## src/rtl/mips_pkg.sv

```systemverilog
// Shared encodings for the MIPS pipeline memory stage.
package mips_pkg;

    localparam logic [1:0] SZ_BYTE = 2'b00;
    localparam logic [1:0] SZ_HALF = 2'b01;
    localparam logic [1:0] SZ_WORD = 2'b10;

    typedef enum logic {
        ST_IDLE   = 1'b0,
        ST_ACCESS = 1'b1
    } state_t;

    // Size 2'b11 is handled as a word access everywhere.
    function automatic logic is_misaligned(input logic [1:0] size, input logic [1:0] lo);
        logic r;
        case (size)
            SZ_BYTE: r = 1'b0;
            SZ_HALF: r = lo[0];
            default: r = (lo != 2'b00);
        endcase
        return r;
    endfunction

endpackage

```

## src/rtl/mem_lane_align.sv

```systemverilog
// Byte-lane steering for a 32-bit little-endian data bus: store replication
// with byte enables, and load extraction with sign/zero extension.
module mem_lane_align
    import mips_pkg::*;
(
    input  logic [1:0]  i_size,
    input  logic [1:0]  i_lane,
    input  logic        i_unsigned,
    input  logic [31:0] i_store_data,
    input  logic [31:0] i_rdata,
    output logic [31:0] o_wdata,
    output logic [3:0]  o_be,
    output logic [31:0] o_load_data
);

    logic [7:0]  w_byte;
    logic [15:0] w_half;

    assign w_byte = i_rdata[{i_lane, 3'b000} +: 8];
    assign w_half = i_rdata[{i_lane[1], 4'b0000} +: 16];

    // Replicate store data across lanes and enable only the addressed bytes.
    always_comb begin
        o_wdata = i_store_data;
        o_be    = 4'b1111;
        case (i_size)
            SZ_BYTE: begin
                o_wdata = {4{i_store_data[7:0]}};
                o_be    = 4'b0001 << i_lane;
            end
            SZ_HALF: begin
                o_wdata = {2{i_store_data[15:0]}};
                o_be    = 4'b0011 << i_lane;
            end
            default: ;
        endcase
    end

    // Pick the addressed byte/half out of the read word and extend it.
    always_comb begin
        o_load_data = i_rdata;
        case (i_size)
            SZ_BYTE: o_load_data = i_unsigned ? {24'b0, w_byte} : {{24{w_byte[7]}}, w_byte};
            SZ_HALF: o_load_data = i_unsigned ? {16'b0, w_half} : {{16{w_half[15]}}, w_half};
            default: ;
        endcase
    end

endmodule

```

## src/rtl/mem_access_stage.sv

```systemverilog
// MEM stage: issues handshaked loads/stores, stalls upstream while an access
// is outstanding and registers results into the MEM/WB boundary.
//
//   state     | meaning
//   ST_IDLE   | accepting from EX/MEM; ALU ops pass through in one cycle
//   ST_ACCESS | request on the bus, waiting for mem_ready
module mem_access_stage
    import mips_pkg::*;
#(
    parameter int ADDR_W = 32,
    parameter int REG_W  = 5
) (
    input  logic              clk,
    input  logic              rst,
    input  logic              in_valid,
    input  logic [31:0]       in_alu_result,
    input  logic [31:0]       in_store_data,
    input  logic              in_MemRead,
    input  logic              in_MemWrite,
    input  logic [1:0]        in_size,
    input  logic              in_unsigned,
    input  logic              in_MemtoReg,
    input  logic              in_DataC,
    input  logic              in_RegWrite,
    input  logic [REG_W-1:0]  in_write_reg,
    input  logic [31:0]       in_pc_adder,
    output logic              stall,
    output logic              mem_req,
    output logic              mem_we,
    output logic [ADDR_W-1:0] mem_addr,
    output logic [31:0]       mem_wdata,
    output logic [3:0]        mem_be,
    input  logic              mem_ready,
    input  logic [31:0]       mem_rdata,
    output logic              wb_valid,
    output logic [31:0]       alu_result,
    output logic [31:0]       read_data_mem,
    output logic              MemtoReg,
    output logic              DataC,
    output logic [31:0]       pc_adder,
    output logic              RegWrite,
    output logic [REG_W-1:0]  write_reg,
    output logic              misaligned
);

    state_t             r_state;
    state_t             w_state_nxt;

    logic [31:0]        r_h_alu;
    logic [31:0]        r_h_pc;
    logic               r_h_memtoreg;
    logic               r_h_datac;
    logic               r_h_regwrite;
    logic [REG_W-1:0]   r_h_wreg;
    logic [1:0]         r_h_size;
    logic [1:0]         r_h_lane;
    logic               r_h_unsigned;

    logic               w_mem_op;
    logic               w_misalign;
    logic               w_idle;
    logic               w_accept;
    logic               w_squash;
    logic               w_pass;
    logic               w_done;
    logic [1:0]         w_al_size;
    logic [1:0]         w_al_lane;
    logic               w_al_unsigned;
    logic [31:0]        w_wdata;
    logic [3:0]         w_be;
    logic [31:0]        w_load_data;

    assign w_mem_op   = in_MemRead | in_MemWrite;
    assign w_misalign = is_misaligned(in_size, in_alu_result[1:0]);
    assign w_idle     = (r_state == ST_IDLE);
    assign w_accept   = w_idle && in_valid && w_mem_op && !w_misalign;
    assign w_squash   = w_idle && in_valid && w_mem_op && w_misalign;
    assign w_pass     = w_idle && in_valid && !w_mem_op;
    assign w_done     = (r_state == ST_ACCESS) && mem_ready;

    // One aligner serves both directions: stores are formatted from the
    // incoming op at acceptance, loads are extracted using the held op.
    assign w_al_size     = w_idle ? in_size            : r_h_size;
    assign w_al_lane     = w_idle ? in_alu_result[1:0] : r_h_lane;
    assign w_al_unsigned = w_idle ? in_unsigned        : r_h_unsigned;

    mem_lane_align u_align (
        .i_size       (w_al_size),
        .i_lane       (w_al_lane),
        .i_unsigned   (w_al_unsigned),
        .i_store_data (in_store_data),
        .i_rdata      (mem_rdata),
        .o_wdata      (w_wdata),
        .o_be         (w_be),
        .o_load_data  (w_load_data)
    );

    // State register.
    always_ff @(posedge clk) begin
        if (rst) r_state <= ST_IDLE;
        else     r_state <= w_state_nxt;
    end

    // Next state and combinational stall.
    always_comb begin
        w_state_nxt = r_state;
        stall       = 1'b0;
        case (r_state)
            ST_IDLE: begin
                stall = w_accept;
                if (w_accept) w_state_nxt = ST_ACCESS;
            end
            ST_ACCESS: begin
                stall = !mem_ready;
                if (mem_ready) w_state_nxt = ST_IDLE;
            end
            default: w_state_nxt = ST_IDLE;
        endcase
    end

    // Bus outputs: loaded at acceptance, held through the access.
    always_ff @(posedge clk) begin
        if (rst) begin
            mem_req   <= 1'b0;
            mem_we    <= 1'b0;
            mem_addr  <= '0;
            mem_wdata <= '0;
            mem_be    <= '0;
        end else if (w_accept) begin
            mem_req   <= 1'b1;
            mem_we    <= in_MemWrite;
            mem_addr  <= {in_alu_result[ADDR_W-1:2], 2'b00};
            mem_wdata <= w_wdata;
            mem_be    <= w_be;
        end else if (w_done) begin
            mem_req   <= 1'b0;
        end
    end

    // Holding registers for the instruction in flight.
    always_ff @(posedge clk) begin
        if (rst) begin
            r_h_alu      <= '0;
            r_h_pc       <= '0;
            r_h_memtoreg <= 1'b0;
            r_h_datac    <= 1'b0;
            r_h_regwrite <= 1'b0;
            r_h_wreg     <= '0;
            r_h_size     <= '0;
            r_h_lane     <= '0;
            r_h_unsigned <= 1'b0;
        end else if (w_accept) begin
            r_h_alu      <= in_alu_result;
            r_h_pc       <= in_pc_adder;
            r_h_memtoreg <= in_MemtoReg;
            r_h_datac    <= in_DataC;
            r_h_regwrite <= in_RegWrite;
            r_h_wreg     <= in_write_reg;
            r_h_size     <= in_size;
            r_h_lane     <= in_alu_result[1:0];
            r_h_unsigned <= in_unsigned;
        end
    end

    // MEM/WB boundary registers; anything that is not a completion is a bubble.
    always_ff @(posedge clk) begin
        if (rst) begin
            wb_valid      <= 1'b0;
            alu_result    <= '0;
            read_data_mem <= '0;
            MemtoReg      <= 1'b0;
            DataC         <= 1'b0;
            pc_adder      <= '0;
            RegWrite      <= 1'b0;
            write_reg     <= '0;
            misaligned    <= 1'b0;
        end else begin
            wb_valid   <= 1'b0;
            misaligned <= w_squash;
            if (w_pass) begin
                wb_valid      <= 1'b1;
                alu_result    <= in_alu_result;
                read_data_mem <= '0;
                MemtoReg      <= in_MemtoReg;
                DataC         <= in_DataC;
                pc_adder      <= in_pc_adder;
                RegWrite      <= in_RegWrite;
                write_reg     <= in_write_reg;
            end else if (w_done) begin
                wb_valid      <= 1'b1;
                alu_result    <= r_h_alu;
                read_data_mem <= mem_we ? 32'b0 : w_load_data;
                MemtoReg      <= r_h_memtoreg;
                DataC         <= r_h_datac;
                pc_adder      <= r_h_pc;
                RegWrite      <= r_h_regwrite;
                write_reg     <= r_h_wreg;
            end else begin
                RegWrite      <= 1'b0;
            end
        end
    end

endmodule
```

## config.mk

```make
export PLATFORM = sky130hd
export DESIGN_NAME = mem_access_stage
export DESIGN_NICKNAME = d
export VERILOG_FILES = /design/src/rtl/mips_pkg.sv /design/src/rtl/mem_lane_align.sv /design/src/rtl/mem_access_stage.sv
export SDC_FILE = /design/constraint.sdc
export NUM_CORES = 1
export LEC_CHECK = 0
export CORE_MARGIN = 5
export CORE_UTILIZATION = 45
export CTS_BUF_LIST = sky130_fd_sc_hd__clkbuf_8
export CTS_CLUSTER_DIAMETER = 80
export DETAILED_ROUTE_END_ITERATION = 8
export PLACE_DENSITY = 0.8
export SYNTH_ARGS = -nofsm -noshare
export SYNTH_HDL_FRONTEND = slang
export SYNTH_SLANG_ARGS = --single-unit
export TNS_END_PERCENT = 1
```

## constraint.sdc

```tcl
create_clock -name clk -period 3.4 [get_ports clk]
set_clock_uncertainty 0.05 [all_clocks]
set_input_delay 0.68 -clock clk [delete_from_list [all_inputs] [get_ports clk]]
set_output_delay 0.68 -clock clk [all_outputs]
set_load 0.05 [all_outputs]
```

==> key figures <==
Floorplan
  • Site Rows: 52
  • Die height: 153 um
  • Number of I/O pins: 322
  • Die W: 153 um
  • Area of the core: 20200 um^2
  • Initial Util: 45.5%
  • Total Die Area: 23300 um^2

CTS
  • Post-CTS Resized: 0
  • H-tree depth: 2
  • Post-CTS Setup Bufs: 0
  • CTS sink count: 220
  • Register clock-pin slew on the reported worst setup and hold paths: 0.05 ns
  • Clk root buf: clkbuf_8
  • Clock Path Buffers: 3
  • TritonCTS Buffers: 37
  • CTS tree: yes
  • Clk_lat worst skew: 0.52 ns
  • Hold-fix buffers, CTS: 0

STA
  • Final period util: 92.8%
  • Max Slew Vio Count: 0
  • RSZ-0062 raised after global routing: false
  • Fin crit period: 3.16 ns
  • Highest Clock Rate: 317 MHz
  • Headroom to the max-slew limit: 32.1%
  • Least-Margin Pin Slew: 1.02 ns
  • Final setup vio count: 0
  • Final Hold Vio Count: 0
  • Fin Setup TNS: 0 ns

Worst setup path
  • Worst-path fanout max: 11
  • Critical path class: in2out
  • Worst setup SP type: input port
  • CP max stage cell: or4b_4
  • CP Buf/Inv Count: 2
  • Cell breakdown of the critical path: clkdlybuf4s50_1, o21a_1, or4b_4, o21ai_1, buf_12
  • Critical Path RT: 2.67 ns
  • Crit path max-delay family: simple AND/OR/NAND/NOR gates
  • CP endpoint kind: primary output
  • CP arrival: 2.43 ns
  • Slowest cell delay on critical path: 0.67 ns

Power and ir drop
  • Leak: 4.64 nW
  • PwrDens: 499 nW/um^2
  • Peak supply drop: 0.000279 V

Synthesis
  • Cell taking the most area after synthesis: dfxtp_1
  • Avg Inst Size Synth: 8.00 um^2
  • Post-Syn Area: 9170 um^2
  • Ys Warns: 0
  • Count leader, synth: nand2_1
  • Commonest cells post-synth: 372 x nand2_1, 220 x dfxtp_1, 107 x nor2_1
  • FFs w/ async S/R, synth: 0%
  • Yosys top cell area share: 48.0%
  • Post-synth EDFFs: 0
  • Count of state elements after synthesis: 220
  • Synthesized instance count: 1146
  • Synth area leaders: dfxtp_1 48%, nand2_1 15%, a311oi_1 7.5%, a21oi_1 5.3%, nor2_1 4.4%
  • Post-synth cell types: 47
  • Most common flop cell mapped by yosys: dfxtp_1
  • Seq/Total Area, Yosys: 48.0%

Global routing
  • Total grt overflow: 0
  • Largest net degree at the start of global routing: 81
  • First-pass GRT wire length: 48200 um
  • GR Util All Layers: 24.9%
  • Vias in the first global route: 9109
  • Initial antenna violation count: 1

Job
  • Max cap viols: 0

Layout
  • Final #Nets: 1546
  • Fill cells: 1704
  • Util after Layout: 65.1%
  • Share of cells above drive strength 1: 6.94%
  • Layout area overhead: 43.1%

Drt
  • DRT Wirelength: 30600 um
  • Residual DRC: 0
  • Routed Antenna Nets: 0
  • Drt first pass iters: 5
  • WL/cell: 18.0 um
  • Number of vias per cell: 5.47
  • Initial DRC Count: 529
  • Via count: 9289

Place
  • HPWL after DPL: 20800 um
  • GPL Wtd Cong: 0.884
  • Port Buffers: 319

Status
  • Status: complete, no violations

Min path
  • Hold WC Path Type: reg2reg
## power by group
part | switching [W] | internal, W
registers | 0.0000784 | 0.00271
logic | 0.000815 | 0.000484
clock network | 0.00107 | 0.00140
## kinds of logic after synthesis
kind of cell | after synthesis | share of synthesized area (%)
AOI/OAI and AO/OA | 274 | 21.4
buffers and inverters | 130 | 6.88
DFF | 220 | 48.0
muxes | 17 | 2.33
other | 1 | 0.0409
and+or+nand+nor | 504 | 21.3
## cell usage in the layout (no fill, tap or decap), drive strengths merged, types with 16 or more instances in the layout
| cell | count |
|---|---|
| nand2 | 373 |
| dfxtp | 220 |
| clkbuf | 47 |
| buf | 26 |
| a221o | 16 |
| nor2 | 107 |
| o21ai | 20 |
| a211oi | 17 |
| clkdlybuf4s50 | 317 |
| a311oi | 79 |
| a21oi | 97 |
## per-stage QoR
stage,cell area [um^2],power (W),setup WS [ns],hold slack [ns],instances
final,13100,0.00655,0.245,0.402,1698
after global routing,13100,0.00680,0.185,0.416,1698
after CTS,13100,0.00660,0.236,0.404,1697
after detailed placement,12300,0.00414,0.244,0.394,1632
after global placement,12300,0.00412,0.306,0.386,1632
after floorplan,9180,0.00361,0.266,0.386,1147
## worst register-to-register path: cells and delay by family (launching register included)
family | cells | cell delay (ns)
muxes | 2 | 0.60
and+or+nand+nor | 1 | 0.08
buffers and inverters | 1 | 0.27
AOI/OAI and AO/OA | 2 | 1.17
DFF | 1 | 0.39
## layer usage
| metal | GRT usage (%) | vias up | part of all wire [%] |
|---|---|---|---|
| met3 | 7.30 | 94 | 9.5 |
| met2 | 40.5 | 464 | 46 |
| met1 | 30.4 | 4279 | 40 |
| met5 | 0 | - | 0 |
| li1 | - | 4452 | - |
| met4 | 12.0 | 0 | 4.4 |
## worst paths after layout
| path | from | endpoint | slack (ns) | cells past startpoint |
|---|---|---|---|---|
| max reg2reg | r_state$_SDFF_PP0_ | read_data_mem[30]$_SDFFE_PP0P_ | 0.77 | 6 |
| min | r_h_pc[13]$_SDFFE_PP0P_ | r_h_pc[13]$_SDFFE_PP0P_ | 0.40 | 2 |
| min reg2reg | r_h_pc[13]$_SDFFE_PP0P_ | r_h_pc[13]$_SDFFE_PP0P_ | 0.40 | 2 |
| max | in_size[0] | stall | 0.24 | 5 |
## cell type report
type                            count  area (um^2)  share of cell area (%)
Timing Repair Buffer              343         3420                    26.1
Clock inverter                     18          131                    1.00
Clock buffer                       47          647                    4.93
Multi-Input combinational cell    797         4170                    31.8
Inverter                            2         7.51                  0.0572
Tap cell                          270          338                    2.57
Sequential cell                   220         4400                    33.6
Antenna cell                        1         2.50                  0.0191
(Power assumes the default switching activity.)
